$ cat config.mk
export PLATFORM = sky130hd
export DESIGN_NAME = feature_selector
export DESIGN_NICKNAME = d
export VERILOG_FILES = /design/src/rtl/feature_pkg.sv /design/src/rtl/feature_delta_buffer.sv /design/src/rtl/feature_selector.sv
export SDC_FILE = /design/constraint.sdc
export NUM_CORES = 1
export LEC_CHECK = 0
export CAP_MARGIN = 40
export CORE_UTILIZATION = 46
export CTS_CLUSTER_DIAMETER = 50
export DETAILED_ROUTE_END_ITERATION = 10
export HOLD_SLACK_MARGIN = 0.08
export PLACE_DENSITY = 0.78
export SLEW_MARGIN = 0
export SYNTH_ARGS = -nofsm -noshare
export SYNTH_HDL_FRONTEND = slang
export SYNTH_SLANG_ARGS = --single-unit
$ cat constraint.sdc
create_clock -name clk_in -period 1.95 [get_ports clk_in]
set_input_delay 0.39 -clock clk_in [delete_from_list [all_inputs] [get_ports clk_in]]
set_output_delay 0.39 -clock clk_in [all_outputs]
set_load 0.02 [all_outputs]
$ cat src/rtl/feature_pkg.sv
// Shared types and helpers for the feature_selector slice (state encoding, widths, saturating subtract).
// The delta datapath is enabled with FEATURE_SELECTOR_DELTA_EN.
package feature_pkg;

  typedef enum logic {
    PASS  = 1'b0,
    DELTA = 1'b1
  } state_e;

  // Pointer width able to address n entries (at least one bit).
  function automatic int unsigned ptr_w(input int unsigned n);
    return (n > 1) ? int'($clog2(n)) : 1;
  endfunction

  // Counter width able to hold the value n itself.
  function automatic int unsigned cnt_w(input int unsigned n);
    return int'($clog2(n + 1));
  endfunction

  // a - b clamped to the signed range of a w-bit word.
  function automatic logic signed [63:0] sat_sub(input logic signed [63:0] a,
                                                 input logic signed [63:0] b,
                                                 input int unsigned     w);
    logic signed [63:0] d;
    logic signed [63:0] hi;
    logic signed [63:0] lo;
    d  = a - b;
    hi = (64'sd1 <<< (w - 1)) - 64'sd1;
    lo = -(64'sd1 <<< (w - 1));
    if (d > hi) return hi;
    if (d < lo) return lo;
    return d;
  endfunction

endpackage

$ cat src/rtl/feature_delta_buffer.sv
// Current/previous frame coefficient store for delta computation; read port returns the saturated difference.
module feature_delta_buffer
  import feature_pkg::*;
#(
  parameter  int unsigned DATA_WIDTH       = 16,
  parameter  int unsigned NUM_FEATURES_OUT = 16,
  localparam int unsigned PTR_W            = ptr_w(NUM_FEATURES_OUT)
) (
  input  logic                         clk_in,
  input  logic                         rst_in,
  input  logic                         wr_en,
  input  logic [PTR_W-1:0]             wr_ptr,
  input  logic signed [DATA_WIDTH-1:0] wr_data,
  input  logic [PTR_W-1:0]             rd_ptr,
  input  logic                         copy_en,
  input  logic                         mark_valid,
  output logic signed [DATA_WIDTH-1:0] diff_c
);

  logic signed [DATA_WIDTH-1:0] cur  [NUM_FEATURES_OUT];
  logic signed [DATA_WIDTH-1:0] prev [NUM_FEATURES_OUT];
  logic                         prev_valid;

  // Storage is intentionally not reset; stale prev entries beyond a short frame persist.
  always_ff @(posedge clk_in) begin
    if (wr_en) begin
      cur[wr_ptr] <= wr_data;
    end
    if (copy_en) begin
      prev[rd_ptr] <= cur[rd_ptr];
    end
  end

  always_ff @(posedge clk_in or posedge rst_in) begin
    if (rst_in) begin
      prev_valid <= 1'b0;
    end else if (mark_valid) begin
      prev_valid <= 1'b1;
    end
  end

  assign diff_c = prev_valid
                ? DATA_WIDTH'(sat_sub(64'(cur[rd_ptr]), 64'(prev[rd_ptr]), DATA_WIDTH))
                : '0;

endmodule

$ cat src/rtl/feature_selector.sv
// Forwards a contiguous coefficient window per frame through a one-entry output register.
// Define FEATURE_SELECTOR_DELTA_EN to append first-order deltas against the previous frame.
module feature_selector
  import feature_pkg::*;
#(
  parameter int unsigned DATA_WIDTH       = 16,
  parameter int unsigned N_COEFFS         = 32,
  parameter int unsigned FIRST_FEATURE    = 0,
  parameter int unsigned NUM_FEATURES_OUT = 16
) (
  input  logic                         clk_in,
  input  logic                         rst_in,
  input  logic signed [DATA_WIDTH-1:0] coeff_data_in,
  input  logic                         coeff_valid_in,
  input  logic                         coeff_last_in,
  output logic                         coeff_ready_out,
  input  logic                         feature_ready_in,
  output logic                         feature_valid_out,
  output logic signed [DATA_WIDTH-1:0] feature_data_out,
  output logic                         feature_last_out,
  output logic                         short_frame_out
);

  localparam int unsigned IDX_W = ptr_w(N_COEFFS);
  localparam int unsigned CNT_W = cnt_w(NUM_FEATURES_OUT);

  localparam logic [IDX_W:0]   WIN_LO  = (IDX_W + 1)'(FIRST_FEATURE);
  localparam logic [IDX_W:0]   WIN_LEN = (IDX_W + 1)'(NUM_FEATURES_OUT);
  localparam logic [IDX_W-1:0] IDX_MAX = IDX_W'(N_COEFFS - 1);
  localparam logic [CNT_W-1:0] K_LAST  = CNT_W'(NUM_FEATURES_OUT - 1);
  localparam logic [CNT_W-1:0] K_FULL  = CNT_W'(NUM_FEATURES_OUT);

  state_e           state;
  logic [IDX_W-1:0] idx;
  logic [CNT_W-1:0] k;

  logic slot_free_c;
  logic accept_c;
  logic in_win_c;
  logic kept_c;

  assign slot_free_c     = !feature_valid_out || feature_ready_in;
  assign coeff_ready_out = !rst_in && (state == PASS) && slot_free_c;
  assign accept_c        = coeff_valid_in && coeff_ready_out;

  // Offset compare: indices below the window wrap to large values and fall outside.
  assign in_win_c = (({1'b0, idx} - WIN_LO) < WIN_LEN);
  assign kept_c   = in_win_c && (k < K_FULL);

`ifdef FEATURE_SELECTOR_DELTA_EN
  localparam int unsigned PTR_W = ptr_w(NUM_FEATURES_OUT);

  logic [CNT_W-1:0]             j;
  logic [CNT_W-1:0]             k_total;
  logic [CNT_W-1:0]             k_final_c;
  logic                         last_j_c;
  logic                         copy_c;
  logic signed [DATA_WIDTH-1:0] diff_c;

  assign k_final_c = k + CNT_W'(kept_c);
  assign last_j_c  = (j == k_total - CNT_W'(1));
  assign copy_c    = (state == DELTA) && slot_free_c;

  feature_delta_buffer #(
    .DATA_WIDTH       (DATA_WIDTH),
    .NUM_FEATURES_OUT (NUM_FEATURES_OUT)
  ) u_delta_buf (
    .clk_in     (clk_in),
    .rst_in     (rst_in),
    .wr_en      (accept_c && kept_c),
    .wr_ptr     (PTR_W'(k)),
    .wr_data    (coeff_data_in),
    .rd_ptr     (PTR_W'(j)),
    .copy_en    (copy_c),
    .mark_valid (copy_c && last_j_c),
    .diff_c     (diff_c)
  );
`endif

  // Frame indexing, window selection, output register and delta sequencing.
  always_ff @(posedge clk_in or posedge rst_in) begin
    if (rst_in) begin
      state             <= PASS;
      idx               <= '0;
      k                 <= '0;
      feature_valid_out <= 1'b0;
      feature_data_out  <= '0;
      feature_last_out  <= 1'b0;
      short_frame_out   <= 1'b0;
`ifdef FEATURE_SELECTOR_DELTA_EN
      j                 <= '0;
      k_total           <= '0;
`endif
    end else begin
      short_frame_out <= 1'b0;
      if (feature_valid_out && feature_ready_in) begin
        feature_valid_out <= 1'b0;
      end

      case (state)
        PASS: begin
          if (accept_c) begin
            if (kept_c) begin
              feature_valid_out <= 1'b1;
              feature_data_out  <= coeff_data_in;
`ifdef FEATURE_SELECTOR_DELTA_EN
              feature_last_out  <= 1'b0;
`else
              feature_last_out  <= (k == K_LAST) || coeff_last_in;
`endif
              k <= k + CNT_W'(1);
            end

            if (coeff_last_in) begin
              idx <= '0;
              k   <= '0;
`ifdef FEATURE_SELECTOR_DELTA_EN
              if (k_final_c == '0) begin
                short_frame_out <= 1'b1;
              end else begin
                state   <= DELTA;
                j       <= '0;
                k_total <= k_final_c;
              end
`else
              if ((k == '0) && !kept_c) begin
                short_frame_out <= 1'b1;
              end
`endif
            end else if (idx != IDX_MAX) begin
              idx <= idx + IDX_W'(1);
            end
          end
        end

`ifdef FEATURE_SELECTOR_DELTA_EN
        // One delta per free output slot; the final delta closes the output frame.
        DELTA: begin
          if (slot_free_c) begin
            feature_valid_out <= 1'b1;
            feature_data_out  <= diff_c;
            feature_last_out  <= last_j_c;
            j                 <= j + CNT_W'(1);
            if (last_j_c) begin
              state <= PASS;
            end
          end
        end
`endif

        default: state <= PASS;
      endcase
    end
  end

endmodule

**Yosys cells after proc, flatten, opt, wreduce, memory -nomap -nowiden**

Cells that the tools add are included.

- Bits of input ports: 21
- Output and inout bits: 20
- Register bits: 29

- Add/subtract/negate cells: 2
- Equal/unequal tests: 2
- Order comparisons: 2
- Muxes and demuxes: 10
- Reduce and logical (&&, ||, !) cells: 16

Operators with widths:

| operator | number |
|---|---|
| $mux 5 | 4 |
| $add 5x1->5 const B | 2 |
| $lt 5x5->1 const B | 2 |
| $mux 1 | 6 |
| $reduce_and 2->1 | 3 |
| $eq 5x4->1 const B | 1 |
| $logic_and 1x1->1 | 5 |
| $logic_not 5->1 | 1 |
| $ne 5x5->1 const B | 1 |
| $reduce_bool 2->1 | 2 |
| $logic_not 1->1 | 3 |
| $logic_or 1x1->1 | 2 |

**Longest topological paths before layout**

- Depth after elaboration: 7
- Gate-level depth with buffers: 7

**Worst setup path after synthesis**

OpenSTA, ideal clock, no wires.

- Kind: input -> register
- From: input port rst_in
- To: register feature_data_out[0]
- Data required time: 1.825 ns
- Setup slack: -0.099 ns
- Arrival: 1.924 ns
- Buffers on the path: 1
- Stages: 4
- Setup time: 0.125 ns
- Cells stage by stage: inv_1 -> nand4_4 -> buf_6 -> mux2_4

- Cells in the longest elaborated chain, start to end: 4

Ends and longest elaborated chain:

| what | RTL line | RTL |
|---|---|---|
| start: declaration | feature_selector.sv:12 | `input logic rst_in,` |
| $logic_not 1->1 (no source line) | -- |  |
| $logic_and 1x1->1 | feature_selector.sv:43 | `assign coeff_ready_out = !rst_in && (state == PASS) && slot_free_c;` |
| $logic_and 1x1->1 | feature_selector.sv:44 | `assign accept_c = coeff_valid_in && coeff_ready_out;` |
| $reduce_and 2->1 (no source line) | -- |  |
| end signal: assignment | feature_selector.sv:105 | `feature_data_out <= coeff_data_in;` |
| end: declaration | feature_selector.sv:19 | `output logic signed [DATA_WIDTH-1:0] feature_data_out,` |

Every way passes these cells.
A chain may end at the register's enable or synchronous reset.

**Worst setup path after layout**

- From: input port rst_in
- To: output port coeff_ready_out

- Cells in the longest elaborated chain, start to end: 2

Ends and longest elaborated chain:

| what | RTL line | RTL |
|---|---|---|
| $logic_not 1->1 (no source line) | -- |  |
| $logic_and 1x1->1 | feature_selector.sv:43 |  |
| end: declaration | feature_selector.sv:16 | `output logic coeff_ready_out,` |

Every way passes these cells.

==> impl_metrics.ini <==
[floorplan]
die_area_um2 = 3190
row_count = 19
die_w_um = 56.5
core_area_um2 = 2780
start_util = 0.491
die_h_um = 56.5
io_pins = 41

[sta]
worst_pin_slew_ns = 0.260
rsz0062_at_grt = no
period_share = 0.934
setup_viol = 0
worst_slack_ns = 0.130
fin_tns_setup_ns = 0
slew_headroom = 0.824
max_freq_mhz = 549
report.final.hold_viol_count = 0
min_period_ns = 1.82
fin_skew_ns = 0.00595
maxSlewViolCount = 0

[placement]
dp_cells = 190
pre_cts_ws_ns = -0.113
finalWeightedCongestion = 0.811
io_buffer_count = 40
dp_hpwl_um = 2310
dpl-instance-area_um2 = 1890

[setup_path]
crit_start = rst_in
rr_endpoint = idx[3]
r2r-start = idx[0]
max_stage_delay_ns = 0.50
crit_chain = clkdlybuf4s50_1 -> clkinvlp_4 -> and2_1 -> dlygate4sd2_1
timing.reg2reg.setup_slack_ns = 0.14
arrival_ns = 1.43
criticalPathCategory = primary input to primary output
worstPathMaxFanout = 2
endpoint_kind = primary output
slowest_stage = clkdlybuf4s50_1
reg2reg_depth = 7
start_kind = primary input
crit_required_ns = 1.56

[flow_run]
cap_violations = 0

[cells_and_area]
final_util = 0.709
multi_input_area_um2 = 596
final_area_um2 = 1970
finalNetCount = 194
ff_latch_area_um2 = 726
drive_gt1_frac = 0.249
num-fill-cells = 208
finalNonFillerCells = 200
antenna_cells = 0
syn_to_final_growth_pct = 44.4

[synthesis]
synth_top_area_share = 0.531
synth_nets = 137
netlist_instances = 111
ys.warnings.count = 0
ys_ff_latch = 29
ys_types = 31
async_flop_share = 1.00
ys_seq_area_frac = 0.531
synthTopCellsByArea = dfrtp_1 53%, mux2_4 7.7%, mux2_2 7.4%
synth_ff_type = dfrtp_1
synth_largest_area_cell = dfrtp_1
synth_edf_count = 0
syn_area_um2 = 1370
syn_area_per_cell_um2 = 12.3

[cts]
h-tree-depth = 2
cts_buffer_depth = 2
cts_tree = done
path_clk_slew_ns = 0.09
numCtsBuffers = 5
insertion_delay_ns = 0.33
clock-sinks = 29
root_buffer = clkbuf_4

[routing]
dr.first_iter.drc_count = 39
via_per_inst = 5.34
wire_per_inst_um = 14.9
drc = 0
vias = 1068
ant_nets = 0
drt_wl_total_um = 2980
drt_pass1_iterations = 4

[pwr]
leakage_nw = 0.895
vdd_drop_max_v = 0.000817
power_density_nw_per_um2 = 914

[outcome]
status = complete, no violations

[global_routing]
grt_util_all_layers = 0.215
grt_pass1_wl_um = 5060
grt.overflow.total = 0
antenna_found_initial = 0
grt_pass1_vias = 1082
grt_max_degree = 19

[hold_path]
holdCritPathClass = primary input to async pin
==> state kept, by name, indices dropped and copies added, names as in the netlist <==
signal / flops
k: 5
idx: 5
feature_data_out: 16
feature_last_out: 1
feature_valid_out: 1
short_frame_out: 1
==> cells by family after synthesis <==
group | Yosys count | synth area share
simple gates | 30 | 0.145
mux | 16 | 0.151
buf+inv | 10 | 0.0330
fa+ha+maj | 5 | 0.0458
compound gates | 21 | 0.0943
flops | 29 | 0.531
==> per-stage QoR <==
step,power [mW],hold slack [ns]
CTS,1.82,0.418
global placement,1.36,0.464
finish,1.80,0.435
detailed placement,1.39,0.483
floorplan,1.10,0.324
global route,1.92,0.438
==> critical path: cells and delay by family <==
kind,cells,cell delay [ns]
buf+inv,3,0.91
simple gates,1,0.13
==> power breakdown <==
group | internal [mW] | switching [mW] | total, mW
clock network | 0.209 | 0.208 | 0.416
logic | 0.332 | 0.258 | 0.591
registers | 0.713 | 0.0825 | 0.796
==> timing repair <==
action / 4_1_cts / 5_1_grt
hold buffers: 0 / 0
resized for setup: 1 / 0
endpoints found under the setup margin: 1 / 1
setup buffers: 0 / 2
hold endpoints to repair: 0 / 0
==> routing by layer <==
metal  vias up  wire length (um)  part of all wire  track usage
met4         0                40             0.013       0.0732
met3         4               209             0.070       0.0922
met2        36              1460              0.49        0.346
met5         -                 0                 0            0
met1       514              1270              0.43        0.256
li1        514                 -                 -            -
==> cell usage in the layout (no fill, tap or decap), types with 2 or more instances in the layout <==
cell type | Yosys | final
o21ai_0 | 9 | 9
nand3b_1 | 2 | 2
dfrtp_1 | 29 | 29
and3_1 | 4 | 4
clkbuf_4 | 0 | 5
nor2_1 | 3 | 3
nand2_1 | 6 | 6
buf_4 | 0 | 13
nand2b_1 | 2 | 2
clkdlybuf4s50_1 | 0 | 39
mux2_2 | 9 | 9
ha_1 | 5 | 5
mux2_4 | 7 | 7
inv_1 | 6 | 5
clkbuf_8 | 0 | 2
and2_1 | 2 | 2
a21oi_1 | 5 | 5
o41ai_1 | 3 | 3
==> cell usage after synthesis (3+ instances only) <==
cell      count
nor2_1        3
mux2_2        9
ha_1          5
o41ai_1       3
mux2_4        7
inv_1         6
dfrtp_1      29
and3_1        4
clkbuf_1      3
a21oi_1       5
nand2_1       6
o21ai_0       9
==> cell type report <==
cell class              instances  area share
well taps                      31      0.0197
repair buffers                 54       0.262
multi-input cells              72       0.302
clock buffers                   7      0.0330
flip-flops and latches         29       0.368
clock inverters                 1     0.00254
inverters                       6      0.0133
==> worst max-delay path by stage <==
stage / to / cells after the start / slack [ns]
after floorplan: feature_data_out[0] / 4 / 0.20
after global placement: coeff_ready_out / 4 / -0.09
after detailed placement: coeff_ready_out / 4 / -0.11
after CTS: idx[3] / 7 / 0.10
after global routing: idx[3] / 7 / 0.002
final: coeff_ready_out / 4 / 0.13
No activity file was read; power rests on OpenSTA's default activity.
